<file path="src/rtl/pool_pkg.sv">
// Shared definitions for the max-pooling controller.
//   THERMO_W : width of a thermometer-coded pixel (values 0..15)
//   ONEHOT_W : width of the one-hot pooled result
//   state_t  : controller phase, top row vs bottom row of a window pair
package pool_pkg;
  localparam int THERMO_W = 15;
  localparam int ONEHOT_W = 16;

  typedef enum logic {
    FILL_TOP,
    FILL_BOT
  } state_t;
endpackage

</file>
<file path="src/rtl/pool_max_ctrl_if.sv">
// Streaming bus of the pooling controller: pixel input stream, pooled
// result output stream and the synchronous frame abort.
//   master : frame source / result sink side
//   slave  : pooling controller side
interface pool_max_ctrl_if;
  import pool_pkg::*;

  logic                clear;
  logic                in_valid;
  logic                in_ready;
  logic [THERMO_W-1:0] in_thermo;
  logic                out_valid;
  logic                out_ready;
  logic [ONEHOT_W-1:0] out_onehot;
  logic                out_last;

  modport master (
    output clear, in_valid, in_thermo, out_ready,
    input  in_ready, out_valid, out_onehot, out_last
  );

  modport slave (
    input  clear, in_valid, in_thermo, out_ready,
    output in_ready, out_valid, out_onehot, out_last
  );
endinterface

</file>
<file path="src/rtl/thermo_onehot_enc.sv">
// Combinational thermometer-to-one-hot encoder.
//   thermo : thermometer code, value = number of ones (contiguous from bit 0)
//   onehot : bit k set when the value is k
module thermo_onehot_enc
  import pool_pkg::*;
(
  input  logic [THERMO_W-1:0] thermo,
  output logic [ONEHOT_W-1:0] onehot
);
  // The value is k exactly where the run of ones ends: bit k-1 set, bit k clear.
  assign onehot[0]          = ~thermo[0];
  assign onehot[ONEHOT_W-1] = thermo[THERMO_W-1];

  genvar gi;
  for (gi = 1; gi < THERMO_W; gi++) begin : g_bit
    assign onehot[gi] = thermo[gi-1] & ~thermo[gi];
  end
endmodule

</file>
<file path="src/rtl/pool_max_ctrl.sv">
// Streaming 2x2 / stride-2 max-pooling controller.
// Pixels arrive row-major; the top row of each window pair is folded into a
// per-window partial maximum, the bottom row completes the window and the
// result is encoded one-hot into a one-deep registered output.
//   clk, rst_n : clock, asynchronous active-low reset
//   bus        : slave side of pool_max_ctrl_if (clear, pixel in, result out)
module pool_max_ctrl
  import pool_pkg::*;
#(
  parameter int IMG_W = 4,
  parameter int IMG_H = 4
) (
  input  logic         clk,
  input  logic         rst_n,
  pool_max_ctrl_if.slave bus
);
  localparam int HALF_W = IMG_W / 2;
  localparam int PW     = (HALF_W > 1) ? $clog2(HALF_W) : 1;
  localparam int RW     = $clog2(IMG_H);
  localparam logic [PW-1:0] PAIR_LAST = PW'(HALF_W - 1);
  localparam logic [RW-1:0] ROW_LAST  = RW'(IMG_H - 1);

  // Column is tracked as (window pair index, odd half) so the partial-max
  // index is simply pair_reg.
  state_t              state_reg;
  logic [PW-1:0]       pair_reg;
  logic                odd_reg;
  logic [RW-1:0]       row_reg;
  logic [THERMO_W-1:0] bot_reg;
  logic                out_valid_reg;
  logic                out_last_reg;
  logic [ONEHOT_W-1:0] out_onehot_reg;

  logic [HALF_W*THERMO_W-1:0] part_flat;
  logic [THERMO_W-1:0]        part_sel;
  logic [THERMO_W-1:0]        win_max;
  logic [ONEHOT_W-1:0]        win_onehot;
  logic                       in_ready;
  logic                       acc;
  logic                       col_last;

  // Stalled output blocks every pixel; clear blocks intake so it always wins.
  assign in_ready = ~bus.clear & (~out_valid_reg | bus.out_ready);
  assign acc      = bus.in_valid & in_ready;
  assign col_last = odd_reg & (pair_reg == PAIR_LAST);

  genvar gi;
  for (gi = 0; gi < HALF_W; gi++) begin : g_part
    logic [THERMO_W-1:0] part_reg;
    always_ff @(posedge clk or negedge rst_n) begin
      if (!rst_n) begin
        part_reg <= '0;
      end else if (acc && state_reg == FILL_TOP && pair_reg == PW'(gi)) begin
        part_reg <= odd_reg ? (part_reg | bus.in_thermo) : bus.in_thermo;
      end
    end
    assign part_flat[gi*THERMO_W +: THERMO_W] = part_reg;
  end

  always_comb begin
    part_sel = '0;
    for (int i = 0; i < HALF_W; i++) begin
      if (pair_reg == PW'(i)) part_sel = part_flat[i*THERMO_W +: THERMO_W];
    end
  end

  // OR of legal thermometer codes is their maximum.
  assign win_max = part_sel | bot_reg | bus.in_thermo;

  thermo_onehot_enc u_enc (
    .thermo (win_max),
    .onehot (win_onehot)
  );

  always_ff @(posedge clk or negedge rst_n) begin
    if (!rst_n) begin
      state_reg      <= FILL_TOP;
      pair_reg       <= '0;
      odd_reg        <= 1'b0;
      row_reg        <= '0;
      bot_reg        <= '0;
      out_valid_reg  <= 1'b0;
      out_last_reg   <= 1'b0;
      out_onehot_reg <= ONEHOT_W'(1);
    end else if (bus.clear) begin
      state_reg     <= FILL_TOP;
      pair_reg      <= '0;
      odd_reg       <= 1'b0;
      row_reg       <= '0;
      out_valid_reg <= 1'b0;
      out_last_reg  <= 1'b0;
    end else begin
      if (out_valid_reg && bus.out_ready) out_valid_reg <= 1'b0;

      if (acc) begin
        // Window completion; a load in the same cycle as a drain wins.
        if (state_reg == FILL_BOT) begin
          if (!odd_reg) begin
            bot_reg <= bus.in_thermo;
          end else begin
            out_valid_reg  <= 1'b1;
            out_onehot_reg <= win_onehot;
            out_last_reg   <= (row_reg == ROW_LAST) && (pair_reg == PAIR_LAST);
          end
        end

        if (!odd_reg) begin
          odd_reg <= 1'b1;
        end else begin
          odd_reg <= 1'b0;
          if (col_last) begin
            pair_reg  <= '0;
            row_reg   <= (row_reg == ROW_LAST) ? '0 : row_reg + RW'(1);
            state_reg <= (state_reg == FILL_TOP) ? FILL_BOT : FILL_TOP;
          end else begin
            pair_reg <= pair_reg + PW'(1);
          end
        end
      end
    end
  end

  assign bus.in_ready   = in_ready;
  assign bus.out_valid  = out_valid_reg;
  assign bus.out_onehot = out_onehot_reg;
  assign bus.out_last   = out_last_reg;
endmodule

</file>
<file path="src/flat_wrapper.sv">
// flat-port wrapper written by rule: the top's interface ports become plain ports
module pool_max_ctrl_flat import pool_pkg::*;
#(
  parameter int IMG_W = 4,
  parameter int IMG_H = 4
)
  (clk, rst_n, bus_clear, bus_in_valid, bus_in_thermo, bus_out_ready, bus_in_ready, bus_out_valid, bus_out_onehot, bus_out_last);
  pool_max_ctrl_if bus_i ();
  input  logic clk;
  input  logic rst_n;
  input wire logic [$bits(bus_i.clear)-1:0] bus_clear;
  input wire logic [$bits(bus_i.in_valid)-1:0] bus_in_valid;
  input wire logic [$bits(bus_i.in_thermo)-1:0] bus_in_thermo;
  input wire logic [$bits(bus_i.out_ready)-1:0] bus_out_ready;
  output wire logic [$bits(bus_i.in_ready)-1:0] bus_in_ready;
  output wire logic [$bits(bus_i.out_valid)-1:0] bus_out_valid;
  output wire logic [$bits(bus_i.out_onehot)-1:0] bus_out_onehot;
  output wire logic [$bits(bus_i.out_last)-1:0] bus_out_last;
  assign bus_i.clear = bus_clear;
  assign bus_i.in_valid = bus_in_valid;
  assign bus_i.in_thermo = bus_in_thermo;
  assign bus_i.out_ready = bus_out_ready;
  assign bus_in_ready = bus_i.in_ready;
  assign bus_out_valid = bus_i.out_valid;
  assign bus_out_onehot = bus_i.out_onehot;
  assign bus_out_last = bus_i.out_last;
  pool_max_ctrl #(.IMG_W(IMG_W), .IMG_H(IMG_H)) u_core (.clk(clk), .rst_n(rst_n), .bus(bus_i));
endmodule
</file>
<file path="config.mk">
export PLATFORM = sky130hd
export DESIGN_NAME = pool_max_ctrl_flat
export DESIGN_NICKNAME = d
export VERILOG_FILES = /design/src/rtl/pool_pkg.sv /design/src/rtl/pool_max_ctrl_if.sv /design/src/rtl/thermo_onehot_enc.sv /design/src/rtl/pool_max_ctrl.sv /design/src/flat_wrapper.sv
export SDC_FILE = /design/constraint.sdc
export NUM_CORES = 1
export LEC_CHECK = 0
export BUFFER_PORTS_ARGS = -buffer_cell sky130_fd_sc_hd__buf_2
export CORE_ASPECT_RATIO = 0.75
export CORE_MARGIN = 3
export CORE_UTILIZATION = 51
export CTS_CLUSTER_SIZE = 20
export DETAILED_ROUTE_END_ITERATION = 16
export HOLD_SLACK_MARGIN = 0.12
export MAX_ROUTING_LAYER = met4
export PLACE_DENSITY = 0.74
export SYNTH_ARGS = -nofsm -noshare
export SYNTH_HDL_FRONTEND = slang
export SYNTH_HIERARCHICAL = 1
export SYNTH_SLANG_ARGS = --single-unit
export TNS_END_PERCENT = 10
</file>
<file path="constraint.sdc">
create_clock -name clk -period 1.85 [get_ports clk]
set_input_delay 0.4625 -clock clk [delete_from_list [all_inputs] [get_ports clk]]
set_output_delay 0.4625 -clock clk [all_outputs]
set_load 0.005 [all_outputs]
</file>
Word-level counts from Yosys, hierarchy flattened
Index checks and enable logic that the tools add are counted.
{"block": "classes", "bitwise": 42, "muxes": 29, "n_eq_ne": 1, "add_sub_neg": 2, "n_reduce_logical": 14}
{"operator": "bitwise OR 15 bit", "count": 4}
{"operator": "two-way mux 15 bit", "count": 3}
{"operator": "two-way mux 1 bit", "count": 21}
{"operator": "NOT 1 bit", "count": 20}
{"operator": "AND 1 bit", "count": 17}
{"operator": "two-way mux 2 bit", "count": 5}
{"operator": "AND reduction 4 bit", "count": 2}
{"operator": "nonzero test 2 bit", "count": 4}
{"operator": "AND reduction 3 bit", "count": 2}
{"operator": "logical AND 1 bit", "count": 5}
{"operator": "adder 2 x 1 -> 2 bit (second input constant)", "count": 1}
{"operator": "equality test 2 bit (second input constant)", "count": 1}
{"operator": "AND reduction 2 bit", "count": 1}
{"operator": "adder 1 bit (second input constant)", "count": 1}
{"operator": "bitwise OR 1 bit", "count": 1}
{"block": "totals", "regBits": 68, "output_inout_bits": 19, "inputBits": 20}

Depth between registers and ports, before layout
{"block": "depth", "depth_word": 6, "ltp_mapped": 6, "mapped_depth_nobuf": 4}

Cells and area by module
Netlist, hierarchy kept.
{"mod": "pool_max_ctrl", "seq_area_each_um2": 1702.9, "area_each_um2": 2947.8, "n_inst": 1, "cells_each": 221}
{"mod": "thermo_onehot_enc", "seq_area_each_um2": 0.0, "area_each_um2": 98.8, "n_inst": 1, "cells_each": 16}

Worst setup path before layout
OpenSTA, ideal clock, no wires.
{"block": "synth_timing", "path_kind": "input to register", "start": "input bus_clear", "end": "register u_core.out_onehot_reg[10] (netlist: u_core/bus.out_onehot[10])", "path_slack_ps": 34, "path_stages": 4, "t_arrival_ps": 1691, "path_buffers": 1, "setup_time_ps": 125, "required_time_ps": 1725, "cell_sequence": "or2b_1 nor3_2 buf_4 mux2_2"}
{"block": "synth_via", "elab_chain_len": 4}
{"item": "start: declaration", "line_no": "flat_wrapper.sv:11", "source": "input wire logic [$bits(bus_i.clear)-1:0] bus_clear;"}
{"item": "NOT 1 bit (no source line) (*)"}
{"item": "AND 1 bit", "line_no": "pool_max_ctrl.sv:43", "source": "assign in_ready = ~bus.clear & (~out_valid_reg | bus.out_ready);"}
{"item": "AND 1 bit", "line_no": "pool_max_ctrl.sv:44", "source": "assign acc = bus.in_valid & in_ready;"}
{"item": "AND reduction 4 bit (no source line) (*)"}
{"item": "end signal: assignment", "line_no": "pool_max_ctrl.sv:102", "source": "out_onehot_reg <= win_onehot;"}
{"item": "end: declaration", "line_no": "pool_max_ctrl.sv:32", "source": "logic [ONEHOT_W-1:0] out_onehot_reg;"}
Mark *: on every way between the ends. The rest lies on a longest branch, timed or not.
A chain may end at the register's enable or synchronous reset.

Worst setup path after layout
{"block": "layout_timing", "start": "register u_core.state_reg", "end": "register u_core.bot_reg[13]"}
{"block": "layout_via", "elab_chain_len": 1}
{"item": "start: declaration", "line_no": "pool_max_ctrl.sv:25", "source": "state_t state_reg;"}
{"item": "start signal: assignment", "line_no": "pool_max_ctrl.sv:114", "source": "state_reg <= (state_reg == FILL_TOP) ? FILL_BOT : FILL_TOP;"}
{"item": "AND reduction 4 bit (no source line)"}
{"item": "end signal: assignment", "line_no": "pool_max_ctrl.sv:99", "source": "bot_reg <= bus.in_thermo;"}
{"item": "end: declaration", "line_no": "pool_max_ctrl.sv:29", "source": "logic [THERMO_W-1:0] bot_reg;"}
No other way between the ends.

==> metrics.txt <==
area grow syn2layout=17.1%; CTS Buffer Depth=2; Net Count, Synth=258; Clock transition at path regs=80 ps; initial antenna violation count=0; Tcrit/Tclk final=roughly nine tenths; Routed Antenna Nets=0; root buffer cell=clkbuf_8; Vias=between 2000 and 2500; largest cells by area after synthesis=dfrtp_1, a22o_1, mux2_2, mux2i_1, mux2_4; top cell type by total area after synthesis=dfrtp_1; post-layout util=between 60% and 70%; routed wire length=5990 um; Hold Path Class=input pin to asynchronous set/reset pin; detailed router's first-iteration violation count=107; post-layout min period=about 1700 ps; Final Max Tran Viols=0; vias in the first global route=between 2000 and 2500; total I/O pin count=39; Rows=23; Critical Path RT=between 2000 and 2500 ps; Max Fclk=between 500 and 600 MHz; post-CTS setup buffer count=0; CTS Sinks=68; CTS tree=built; Power per Cell Area=approximately 960 mW/mm2; max incr delay on CP=590 ps; Final nets=slightly above 300; Congestion Overflow GR=0; chip width=about 95 um; Final Skew=about 8.4 ps; Mean Syn Cell Area=~13 um2; ys async rst share=between 90% and 100%; Synth top area share=between 50% and 60%; most frequent cell after synthesis=dfrtp_1; critical path endpoint category=register; die height=approximately 73 um; Mapped Cells=between 200 and 250; Seq/Total Area, Yosys=a little under three fifths; layout cell share with drive strength beyond 1=a little over a third; PostCTS Resize Cnt=0; Placement Setup Slack=-16.3 ps; via/cell ratio=5.45; Post-Syn Area=approximately 0.0030 mm2; DRC=0; final-layout fill cell count=440; Num CTS Buffers=9; H-tree depth=3; wire length per cell=about 16 um; TritonRoute pass-1 iters=4; largest net degree at the start of global routing=69; endpoints failing hold=0; Max IR drop VDD=0.656 mV; WHS=127 ps; EDFF count, synth=0; Multi-input gate area=0.00124 mm2; FF-to-FF Start=u_core/state_reg; core area=between 0.005 and 0.006 mm2; final setup vio count=0; Max-Cap Viols=0; r2r setup slk=between 150 and 200 ps; ant diodes=0; Post-DP HPWL=~4000 um; RSZ-0062 raised after global routing=false; critical path arrival=approximately 1900 ps; depth of the most critical reg-to-reg path=3; CP Launch Type=register; leakage power=~1.8 nW; post-synthesis register bit count=68; critical path cell sequence=or2b_1 > or4_4 > mux2_4; slack of the critical path=between 150 and 200 ps; hold buffer count at CTS=0; Worst slew margin=approximately three fifths; Worst path slowest cell=or4_4; Initial Util=between 50% and 60%; Reg area=0.00170 mm2; Crit Path Class=register to register; Worst Setup SP=u_core/state_reg; RR Endpoint=u_core/bot_reg[13]; CP max FO=15; full die area=between 0.006 and 0.007 mm2; Clock Latency Late Sink=~340 ps; total track usage=roughly a fifth; first-pass GRT wire length=between 10000 and 15000 um; Netlist cell types=30; Largest register FFs=30; I/O Buffers=38; synth cell count leaders=dfrtp_1, a22o_1, mux2_2; YS warnings=6; ys flop type=dfrtp_1; run status=finished clean; Slew @ Worst Pin=a little over 600 ps; Placer Congestion=0.823
-- layer usage --
metal	share of wire, %	global-route usage (%)	up-vias
met5	0	-	-
met4	0.80	5.92	0
met2	46	30.2	42
li1	-	-	942
met3	4.0	5.57	7
met1	49	26.4	1013
-- cells in the final DEF (no fill, tap or decap), types with 2 or more instances in the layout --
| cell | instances |
|---|---|
| a21oi_1 | 2 |
| a22o_1 | 30 |
| buf_12 | 2 |
| buf_2 | 38 |
| buf_4 | 13 |
| clkbuf_8 | 9 |
| clkinv_2 | 2 |
| clkinvlp_4 | 2 |
| dfrtp_1 | 67 |
| inv_1 | 2 |
| mux2_2 | 22 |
| mux2_4 | 10 |
| mux2i_1 | 18 |
| nand2_1 | 17 |
| nand2b_1 | 3 |
| nand4_1 | 2 |
| nor2_1 | 19 |
| nor2b_1 | 16 |
| o21ai_0 | 2 |
| or2b_1 | 2 |
| or3_1 | 2 |
-- per-stage QoR --
step                setup TNS, ps  power [W]  cell area (um2)  cells
finish                          0    0.00344             3570    368
global route                    0    0.00362             3570    368
CTS                             0    0.00347             3570    368
detailed placement           -103    0.00228             3380    352
global placement                0    0.00225             3380    352
floorplan                       0    0.00210             3050    237
-- report_power, final --
part	internal (W)	switching [W]	leakage, nW	total (W)
clock	0.000622	0.000563	0.0927	0.00119
combinational	0.000258	0.000205	0.825	0.000464
sequential	0.00167	0.000114	0.895	0.00179
-- final cells by class --
type | count | share of cell area [%]
clock buffer | 10 | 3.58
multi-input combinational | 154 | 34.9
tap | 75 | 2.63
sequential | 68 | 47.7
inverter | 2 | 0.210
timing repair buffer | 53 | 9.19
clock inverter | 6 | 1.79
-- worst max path at each step --
stage / endpoint / slack (ps) / cells past startpoint
after CTS: u_core/bot_reg[13] / 160 / 3
final: u_core/bot_reg[13] / 160 / 3
after detailed placement: u_core/bot_reg[11] / -20 / 4
after global placement: u_core/bot_reg[5] / 5 / 4
after global routing: u_core/bus.out_onehot[3] / 120 / 5
after floorplan: u_core/bus.out_onehot[10] / 30 / 4
-- logic make-up after synthesis --
kind of cell               Yosys count  share of synthesized area [%]
AOI/OAI and AO/OA                   35                           9.53
adders and majority gates            1                          0.411
buffers and inverters               15                           3.24
DFF                                 68                           55.9
muxes                               50                           19.0
and+or+nand+nor                     68                           12.0
-- worst max-delay path, delay by kind of cell, from the launching register on --
family,cells,cell delay [ps]
and+or+nand+nor,2,840
muxes,1,350
DFF,1,380
No activity file was read; power rests on OpenSTA's default activity.
